### src/rtl/addr_partition_pipe.sv
// addr_partition_pipe: splits trace reference addresses into byte-select,
// set index and tag. Results go into a 2-entry output queue so the LLC lookup
// stage can stall without losing references. The block also flags same-line
// re-references and counts accepted references.
// Optional build macro ADDR_PARTITION_INDEX_HASH_EN: out_index becomes the raw
// index XORed with the tag folded down to INDEX_W bits. same_line always
// compares the raw index.
module addr_partition_pipe #(
  parameter int unsigned ADDR_W     = 32,
  parameter int unsigned LINE_BYTES = 64,
  parameter int unsigned NUM_SETS   = 16384,
  parameter int unsigned CMD_W      = 4
) (
  input  logic                                                 clk,
  input  logic                                                 rst_n,
  input  logic                                                 in_valid,
  output logic                                                 in_ready,
  input  logic [ADDR_W-1:0]                                    in_addr,
  input  logic [CMD_W-1:0]                                     in_cmd,
  output logic                                                 out_valid,
  input  logic                                                 out_ready,
  output logic [$clog2(LINE_BYTES)-1:0]                        out_byte_select,
  output logic [$clog2(NUM_SETS)-1:0]                          out_index,
  output logic [ADDR_W-$clog2(LINE_BYTES)-$clog2(NUM_SETS)-1:0] out_tag,
  output logic [CMD_W-1:0]                                     out_cmd,
  output logic                                                 out_same_line,
  output logic [31:0]                                          req_count
);

  localparam int unsigned OFFSET_W = $clog2(LINE_BYTES);
  localparam int unsigned INDEX_W  = $clog2(NUM_SETS);
  localparam int unsigned TAG_W    = ADDR_W - OFFSET_W - INDEX_W;

  // The address must leave at least one tag bit
  if (ADDR_W <= OFFSET_W + INDEX_W) begin : g_bad_tag_w
    $error("addr_partition_pipe: TAG_W must be at least 1");
  end

  typedef struct packed {
    logic [OFFSET_W-1:0] byte_select;
    logic [INDEX_W-1:0]  index;
    logic [TAG_W-1:0]    tag;
    logic [CMD_W-1:0]    cmd;
    logic                same_line;
  } entry_t;

  entry_t             mem [2];
  logic               rd_ptr;
  logic               wr_ptr;
  logic [1:0]         occ;
  logic [TAG_W-1:0]   last_tag;
  logic [INDEX_W-1:0] last_index;
  logic               last_vld;

  logic               accept;
  logic               pop;
  logic [INDEX_W-1:0] raw_index;
  logic [TAG_W-1:0]   dec_tag;
  entry_t             in_entry;
  entry_t             head;

`ifdef ADDR_PARTITION_INDEX_HASH_EN
  // XOR successive INDEX_W-bit slices of the tag; a short tag is zero-extended
  function automatic logic [INDEX_W-1:0] fold_tag(input logic [TAG_W-1:0] t);
    logic [INDEX_W-1:0] f;
    f = '0;
    for (int s = 0; s < int'(TAG_W); s += int'(INDEX_W)) begin
      f = f ^ INDEX_W'(t >> s);
    end
    return f;
  endfunction
`endif

  assign in_ready  = (occ != 2'd2);
  assign out_valid = (occ != 2'd0);
  assign accept    = in_valid && in_ready;
  assign pop       = out_valid && out_ready;

  // Input-side decode of the offered reference
  always_comb begin
    raw_index            = in_addr[OFFSET_W +: INDEX_W];
    dec_tag              = in_addr[OFFSET_W + INDEX_W +: TAG_W];
    in_entry             = '0;
    in_entry.byte_select = in_addr[OFFSET_W-1:0];
`ifdef ADDR_PARTITION_INDEX_HASH_EN
    in_entry.index       = raw_index ^ fold_tag(dec_tag);
`else
    in_entry.index       = raw_index;
`endif
    in_entry.tag         = dec_tag;
    in_entry.cmd         = in_cmd;
    in_entry.same_line   = last_vld && (dec_tag == last_tag) && (raw_index == last_index);
  end

  // Queue storage, pointers and occupancy
  always_ff @(posedge clk or negedge rst_n) begin
    if (!rst_n) begin
      mem[0] <= '0;
      mem[1] <= '0;
      rd_ptr <= 1'b0;
      wr_ptr <= 1'b0;
      occ    <= 2'd0;
    end else begin
      if (accept) begin
        mem[wr_ptr] <= in_entry;
        wr_ptr      <= ~wr_ptr;
      end
      if (pop) begin
        rd_ptr <= ~rd_ptr;
      end
      if (accept && !pop) begin
        occ <= occ + 2'd1;
      end else if (!accept && pop) begin
        occ <= occ - 2'd1;
      end
    end
  end

  // Last accepted line and accepted-reference counter
  always_ff @(posedge clk or negedge rst_n) begin
    if (!rst_n) begin
      last_tag   <= '0;
      last_index <= '0;
      last_vld   <= 1'b0;
      req_count  <= 32'd0;
    end else if (accept) begin
      last_tag   <= dec_tag;
      last_index <= raw_index;
      last_vld   <= 1'b1;
      req_count  <= req_count + 32'd1;
    end
  end

  // Outputs always present the head entry
  always_comb begin
    head            = mem[rd_ptr];
    out_byte_select = head.byte_select;
    out_index       = head.index;
    out_tag         = head.tag;
    out_cmd         = head.cmd;
    out_same_line   = head.same_line;
  end

  // Head must hold while the consumer stalls
  a_stall_stable: assert property (@(posedge clk) disable iff (!rst_n)
    (out_valid && !out_ready) |=> ($stable(head) && out_valid));

  // Occupancy never exceeds the queue depth
  a_occ_max: assert property (@(posedge clk) disable iff (!rst_n) occ <= 2'd2);

endmodule
### config.mk
export PLATFORM = sky130hd
export DESIGN_NAME = addr_partition_pipe
export DESIGN_NICKNAME = d
export VERILOG_FILES = /design/src/rtl/addr_partition_pipe.sv
export SDC_FILE = /design/constraint.sdc
export NUM_CORES = 1
export LEC_CHECK = 0
export CAP_MARGIN = 10
export CORE_UTILIZATION = 45
export DETAILED_ROUTE_END_ITERATION = 10
export HOLD_SLACK_MARGIN = 0.06
export MAX_ROUTING_LAYER = met4
export PLACE_DENSITY_LB_ADDON = 0.12
export SYNTH_ARGS = -nofsm -noshare
export SYNTH_HDL_FRONTEND = slang
export SYNTH_SLANG_ARGS = --single-unit
### constraint.sdc
create_clock -name clk -period 3.1 [get_ports clk]
set_clock_uncertainty 0.1 [all_clocks]
set_input_delay 0.31 -clock clk [delete_from_list [all_inputs] [get_ports clk]]
set_output_delay 0.31 -clock clk [all_outputs]
set_load 0.05 [all_outputs]
==> out/results.md, run 1 <==
| Group | Item | This run |
|---|---|---|
| setup path | Reg2Reg Launch Point | req_count[4]$_DFFE_PN0P_ |
| placed design | Setup slack at placement | 0.738 ns |
| timing | Worst max-slew margin expressed relative to the limit | 50.1% |
| yosys | Synthesized netlist net count | 481 |
| global routing | Remaining global-route overflow | 0 |
| yosys | Count of distinct cell types in the synthesized netlist | 28 |
| clock network | Total CTS buffers | 17 |
| yosys | Mean Syn Cell Area | 14.1 µm² |
| die | Core box area | 0.0133 mm² |
| outcome | Result of the run | finished, final reports clean |
| timing | Achievable frequency | 0.360 GHz |
| yosys | Seq/Total Area, Yosys | 55.3% |
| detailed routing | Sum of routed wire length over all layers | 12.2 mm |
| global routing | Initial antenna violation count | 0 |
| detailed routing | Number of vias per cell after detailed routing | 5.20 |
| yosys | Cell types occupying the most area after synthesis | sky130_fd_sc_hd__dfrtp_1, sky130_fd_sc_hd__mux2_2, sky130_fd_sc_hd__xnor2_1 |
| hold path | Beginning of the worst hold path | req_count[31]$_DFFE_PN0P_ |
| yosys | Flip-flop and latch count after synthesis | 137 |
| clock network | Clock-pin slew of the registers on the worst-case setup and hold paths | 0.05 ns |
| clock network | Source-to-sink clock delay at the later pin of the worst-skew pair | 0.40 ns |
| detailed routing | Post-route antenna net violation count | 0 |
| placed design | RD Place Congestion | 0.762 |
| cells and area | Signed area change from the synthesized netlist to the final layout | 28.9% |
| timing | Max-slew violation total from the final report | 0 |
| global routing | Global-route wire length before repair | 20.8 mm |
| timing | Total count of hold-check failures in the final report | 0 |
| yosys | Number of warnings reported in the yosys synthesis log | 0 |
| setup path | Critical path class | flip-flop to primary output |
| hold path | Worst min-delay path category | flip-flop to flip-flop |
| yosys | Cells after synthesis | 439 |
| power | Cell Pwr Density | 1130 mW/mm² |
| setup path | Worst setup path startpoint | rd_ptr$_DFFE_PN0P_ |
| setup path | Endpoint type of the worst setup path | primary output |
| yosys | Portion of synthesized cell area occupied by the leading cell type | 55.3% |
| timing | Slew @ Worst Pin | 0.749 ns |
| yosys | Synthesized area | 0.00620 mm² |
| detailed routing | Routed via count | 3,862 |
| setup path | Endpoint required time on the critical path | 2.69 ns |
| detailed routing | Post-detailed-route wirelength per cell | 16.4 µm |
| die | Die boundary width | 119 µm |
| die | Row count | 42 |
| cells and area | ANT cells | 0 |
| timing | Worst setup margin | 0.323 ns |
| placed design | Detailed Place HPWL | 8.11 mm |
| power | Leak | 3.31 nW |
| die | Chip Height | 119 µm |
| yosys | Post-synth top area cell | sky130_fd_sc_hd__dfrtp_1 |
| detailed routing | Detailed-routing iteration count for the pre-antenna-repair pass | 4 |
| setup path | Worst endpoint data arrival time | 2.37 ns |
| placed design | IO buf count | 110 |
| timing | Share of the clock period used by the worst path after layout | 89.6% |
| clock network | Total number of H-tree levels | 4 |
| flow run | Max-cap violations | 0 |
| clock network | Maximum clock path buffer count | 2 |
| global routing | Pin count of the biggest net entering global routing | 81 |
| power | Worst IR Drop VDD | 0.000866 V |
| yosys | Synth Flop Type | sky130_fd_sc_hd__dfrtp_1 |
| yosys | Share of synthesized flip-flops with an asynchronous set or reset | 100% |
| die | Starting utilization of the core area | 46.4% |
| global routing | Overall routing resource usage | 19.5% |
| clock network | Clock sink total | 137 |
| die | I/O pins | 111 |
| clock network | TritonCTS clock tree | built |
| die | Die Area | 0.0142 mm² |
| timing | Final setup violation count | 0 |
| timing | TNS Setup | 0 ns |
| global routing | Via count of the first global-routing pass | 4,077 |
| timing | Fin crit period | 2.78 ns |
| setup path | Critical Path Start Type | flip-flop |
| setup path | Critical-path maximum fanout | 16 |
| yosys | Number of flops mapped to enable cells by yosys | 0 |
| detailed routing | Post-route DRC violation count | 0 |
| cells and area | Layout cells sized above 1 | 31.1% |
| cells and area | NumNets Final | 597 |
| detailed routing | Iteration-0 DRC Markers | 163 |
| clock network | Root buffer cell | sky130_fd_sc_hd__clkbuf_16 |
| timing | RSZ-0062 raised after global routing | no |
==> metrics by stage <==
stage | hold slack, ns | instance area (µm²) | total power [mW] | cells | util, %
final | 0.369 | 7990 | 9.02 | 742 | 59.8
after global routing | 0.379 | 7990 | 9.52 | 742 | 59.8
after CTS | 0.374 | 7990 | 9.14 | 742 | 59.8
after detailed placement | 0.315 | 7460 | 7.32 | 711 | 55.9
after global placement | 0.302 | 7460 | 7.24 | 711 | 55.9
after floorplan | -0.0856 | 6200 | 6.06 | 439 | -
==> cells by family (layout without fill, tap and decap cells) <==
kind of cell | after synthesis | count (layout) | synth area share [%]
flip-flops | 137 | 137 | 55.3
multiplexers | 136 | 136 | 24.7
AND/OR/NAND/NOR | 76 | 76 | 7.77
XOR/XNOR | 62 | 62 | 8.76
buffers and inverters | 23 | 150 | 2.65
AO/OA/AOI/OAI | 3 | 3 | 0.363
adder cells (fa/ha/maj) | 2 | 2 | 0.404
==> critical path, stage by stage (launching register included) <==
cell and delay [ns]:
sky130_fd_sc_hd__dfrtp_2 0.61, sky130_fd_sc_hd__buf_4 0.28, sky130_fd_sc_hd__mux2_2 0.35, sky130_fd_sc_hd__clkdlybuf4s50_1 0.71
==> synthesized netlist by cell type, types with 4 or more instances <==
| cell type | number |
|---|---|
| sky130_fd_sc_hd__nand2_1 | 9 |
| sky130_fd_sc_hd__nand3_1 | 10 |
| sky130_fd_sc_hd__buf_4 | 6 |
| sky130_fd_sc_hd__nand4_1 | 23 |
| sky130_fd_sc_hd__nor4_1 | 4 |
| sky130_fd_sc_hd__and2_1 | 4 |
| sky130_fd_sc_hd__and4_1 | 6 |
| sky130_fd_sc_hd__buf_2 | 8 |
| sky130_fd_sc_hd__buf_6 | 6 |
| sky130_fd_sc_hd__dfrtp_1 | 137 |
| sky130_fd_sc_hd__xnor2_1 | 47 |
| sky130_fd_sc_hd__mux2_2 | 136 |
| sky130_fd_sc_hd__and3_1 | 10 |
| sky130_fd_sc_hd__xor2_1 | 15 |
==> layout make-up <==
cell class / instances / area (µm²)
fillers: 1074 / 5360
flip-flops and latches: 137 / 3430
multi-input cells: 279 / 2610
repair buffers: 118 / 1200
clock buffers: 27 / 503
well taps: 176 / 220
clock inverters: 3 / 15.0
inverters: 2 / 7.51
==> final timing paths <==
| kind | slack [ns] | depth (start not counted) | to |
|---|---|---|---|
| worst min register to register | 0.37 | 1 | req_count[31]$_DFFE_PN0P_ |
| worst max register to register | 1.03 | 4 | req_count[27]$_DFFE_PN0P_ |
| min in group asynchronous | 0.42 | 2 | mem[68]$_DFFE_PN0P_ |
| worst max-delay path | 0.32 | 3 | out_index[5] |
| max in group asynchronous | 1.67 | 3 | last_index[10]$_DFFE_PN0P_ |
| worst min-delay path | 0.37 | 1 | req_count[31]$_DFFE_PN0P_ |
==> per-layer routing <==
layer	vias to the layer above	wire, µm	track usage [%]
met2	98	5910	30.5
met1	1952	5530	24.2
met3	12	548	5.46
met4	0	165	6.95
met5	-	0	-
li1	1800	-	-
==> state kept, by name, indices dropped and copies added, names as in the netlist <==
| register | cells |
|---|---|
| last_vld | 1 |
| last_index | 14 |
| mem | 74 |
| occ | 2 |
| rd_ptr | 1 |
| wr_ptr | 1 |
| last_tag | 12 |
| req_count | 32 |
==> what timing repair did <==
| item | in CTS | in global routing |
|---|---|---|
| setup buffers | 0 | 0 |
| hold endpoints to repair | 79 | 0 |
| gates resized for setup | 0 | 0 |
| hold buffers | 1 | 0 |
==> layout by cell type (no fill, tap or decap), types with 3 or more instances in the layout <==
cell type,instances
sky130_fd_sc_hd__and2_1,4
sky130_fd_sc_hd__and3_1,10
sky130_fd_sc_hd__and4_1,6
sky130_fd_sc_hd__buf_12,3
sky130_fd_sc_hd__buf_4,4
sky130_fd_sc_hd__clkbuf_1,6
sky130_fd_sc_hd__clkbuf_16,17
sky130_fd_sc_hd__clkbuf_8,4
sky130_fd_sc_hd__clkdlybuf4s50_1,109
sky130_fd_sc_hd__clkinv_2,3
sky130_fd_sc_hd__dfrtp_1,136
sky130_fd_sc_hd__mux2_2,136
sky130_fd_sc_hd__nand2_1,9
sky130_fd_sc_hd__nand3_1,9
sky130_fd_sc_hd__nand4_1,23
sky130_fd_sc_hd__nor4_1,4
sky130_fd_sc_hd__xnor2_1,47
sky130_fd_sc_hd__xor2_1,15
==> power breakdown <==
part | internal [mW] | leakage, nW | switching (mW)
logic | 1.93 | 1.38 | 2.39
registers | 2.49 | 1.67 | 0.438
clock network | 1.09 | 0.257 | 0.675
No activity file was read; power rests on OpenSTA's default activity.
==> inputs of run 2 (changes only) <==
CORE_ASPECT_RATIO = 1.4   (was default)
CTS_CLUSTER_SIZE = 20   (was default)
SETUP_SLACK_MARGIN = 0.2   (was default)
==> run 2 against run 1 <==
Compared with the run above:
- non-clock buffer count is 4 higher
- global-route usage is 0.56 points higher
- combinational power is 1% higher
- final cell count is 1.3% higher
- sequential share of layout area is 0.23 points lower
- sequential cell count stayed put
- critical path type unchanged
- largest power group unchanged
- highest routed layer unchanged
==> out/results.md, run 2 (synthesis results as in run 1) <==
| Group | Item | This run |
|---|---|---|
| outcome | Result of the run | finished, final reports clean |
| cells and area | NumNets Final | 601 |
| detailed routing | Routed via count | 3,878 |
| detailed routing | Post-detailed-route wirelength per cell | 16.8 µm |
| global routing | Initial antenna violation count | 0 |
| timing | Fin crit period | 2.59 ns |
| power | Switching component of the power | 3.57 mW |
| setup path | Endpoint required time on the critical path | 2.69 ns |
| placed design | # placed instances | 721 |
| global routing | Via count of the first global-routing pass | 4,157 |
| timing | Max-slew violation total from the final report | 0 |
| setup path | Worst endpoint data arrival time | 2.18 ns |
| power | Leak | 3.33 nW |
| setup path | Count of cells along the worst register-to-register path | 4 |
| cells and area | Layout cells sized above 1 | 32.3% |
| setup path | Setup slack, reg-to-reg | 1.03 ns |
| setup path | Critical-path maximum fanout | 20 |
| global routing | Global-route wire length before repair | 21.3 mm |
| hold path | WHS Path Cells | 1 |
| power | Power share of the clock group | 21.0% |
| setup path | Critical Path Start Type | flip-flop |
| timing | Share of the clock period used by the worst path after layout | 83.4% |
| die | Chip Height | 141 µm |
| global routing | Overall routing resource usage | 20.0% |
| power | Part of the power in combinational logic | 47.5% |
| flow run | Max-cap violations | 0 |
| cells and area | ANT cells | 0 |
| timing | Slew @ Worst Pin | 0.715 ns |
| power | Worst IR Drop VDD | 0.000804 V |
| cells and area | Most frequent cells in the layout | sky130_fd_sc_hd__mux2_2, sky130_fd_sc_hd__dfrtp_1, sky130_fd_sc_hd__clkdlybuf4s50_1 |
| setup path | Peak per-stage delay on the critical path | 0.73 ns |
| die | Starting utilization of the core area | 46.3% |
| setup path | Reg2Reg Launch Point | occ[0]$_DFFE_PN0P_ |
| detailed routing | Iteration-0 DRC Markers | 107 |
| cells and area | Number of flip-flops under the largest register name | 74 |
| clock network | Root buffer cell | sky130_fd_sc_hd__clkbuf_16 |
| setup path | Worst setup path startpoint | rd_ptr$_DFFE_PN0P_ |
| timing | Worst hold slack after final layout | 0.369 ns |
| setup path | Slowest CP cell | sky130_fd_sc_hd__clkdlybuf4s50_1 |
| detailed routing | Sum of routed wire length over all layers | 12.6 mm |
| setup path | Critical path class | flip-flop to primary output |
| detailed routing | Post-route DRC violation count | 0 |
| power | Cell Pwr Density | 1140 mW/mm² |
| hold path | WHS Endpoint | last_vld$_DFFE_PN0P_ |
| timing | Worst max-slew margin expressed relative to the limit | 52.3% |
| clock network | TritonCTS clock tree | built |
| cells and area | Count of non-filler cells in the finished layout | 752 |
| setup path | Endpoint of the worst-slack reg-to-reg timing path | mem[53]$_DFFE_PN0P_ |
| setup path | CP Cell Sequence | buf_4, mux2_2, clkdlybuf4s50_1 |
| power | Sum of internal, switching and leakage power | 9.19 mW |
| clock network | Total CTS buffers | 17 |
| hold path | Beginning of the worst hold path | last_vld$_DFFE_PN0P_ |
| clock network | Hold buffer count at CTS | 1 |
| cells and area | Largest registers | mem: 74 flops, req_count: 32 flops, last_index: 14 flops |
| detailed routing | Number of vias per cell after detailed routing | 5.16 |
| timing | Final setup violation count | 0 |
| placed design | RD Place Congestion | 0.766 |
| placed design | IO buf count | 110 |
| timing | RSZ-0062 raised after global routing | no |
| timing | Total count of hold-check failures in the final report | 0 |
| clock network | Total number of H-tree levels | 4 |
| power | Internal Dissipation | 5.62 mW |
| cells and area | Signed area change from the synthesized netlist to the final layout | 29.6% |
| setup path | Endpoint type of the worst setup path | primary output |
| global routing | Remaining global-route overflow | 0 |
| die | Die boundary width | 101 µm |
| timing | Achievable frequency | 0.387 GHz |
| die | Core box area | 0.0134 mm² |
| power | Flop pwr share | 31.5% |
| timing | TNS Setup | 0 ns |
| cells and area | Final core occ | 60.0% |
| power | Fraction of power spent switching nets | 38.9% |
| clock network | Post-CTS sizing | 0 |
| detailed routing | Detailed-routing iteration count for the pre-antenna-repair pass | 5 |
| die | Row count | 50 |
| hold path | Worst min-delay path category | flip-flop to flip-flop |
| clock network | Maximum clock path buffer count | 2 |
| clock network | Clock-pin slew of the registers on the worst-case setup and hold paths | 0.05 ns |
| die | I/O pins | 111 |
| cells and area | Register ranked first by flip-flop count | mem |
| clock network | Source-to-sink clock delay at the later pin of the worst-skew pair | 0.41 ns |
| placed design | Detailed Place HPWL | 8.81 mm |
| clock network | Setup fix buffers added after clock tree synthesis | 0 |
| detailed routing | Post-route antenna net violation count | 0 |
| clock network | Clock sink total | 137 |
| global routing | Pin count of the biggest net entering global routing | 75 |
| die | Die Area | 0.0142 mm² |
-- run 2: cell count changes in the layout (fill, tap and decap cells not counted), sizes merged --
cell      previous run  this run
clkinvlp             0         2
clkinv               3         5
bufinv               0         2
buf                  8        12
clkbuf              27        21
-- run 2: per-stage QoR --
step | worst slack, ns | area, µm²
4_1_cts | 0.483 | 8030
2_1_floorplan | 1.19 | 6200
6_report | 0.514 | 8030
3_3_place_gp | 0.731 | 7460
5_1_grt | 0.454 | 8030
3_5_place_dp | 0.673 | 7460
-- run 2: worst max path at each step --
stage / end / slack (ns)
CTS: out_same_line / 0.48
floorplan: req_count[22]$_DFFE_PN0P_ / 1.19
detailed placement: mem[53]$_DFFE_PN0P_ / 0.67
finish: out_same_line / 0.51
global placement: mem[68]$_DFFE_PN0P_ / 0.73
global route: out_same_line / 0.45
-- run 2: power groups by stage --
stage | registers [mW] | clock network (mW) | logic, mW
2_1_floorplan | 2.93 | 0 | 3.13
3_3_place_gp | 2.88 | 0 | 4.34
3_5_place_dp | 2.93 | 0 | 4.40
4_1_cts | 2.90 | 1.97 | 4.42
5_1_grt | 2.99 | 2.05 | 4.59
6_report | 2.90 | 1.93 | 4.37
-- run 2: area by class of cell --
class / instances / area, µm²
tap: 182 / 228
clock inverter: 9 / 100
multi-input combinational: 279 / 2610
clock buffer: 21 / 460
inverter: 2 / 7.51
sequential: 137 / 3430
timing repair buffer: 122 / 1190
fill: 1150 / 5360
-- run 2: routing by layer --
metal | up-vias | GRT usage, % | part of all wire [%]
met1 | 1980 | 24.7 | 44
met4 | 0 | 7.09 | 1.3
met2 | 78 | 32.5 | 52
met5 | - | - | 0
met3 | 13 | 4.02 | 2.9
li1 | 1807 | - | -
-- run 2: critical path: cells and delay by family, from the launching register on --
family,cells,cell delay [ns]
muxes,1,0.39
buffers and inverters,2,1.02
DFF,1,0.35
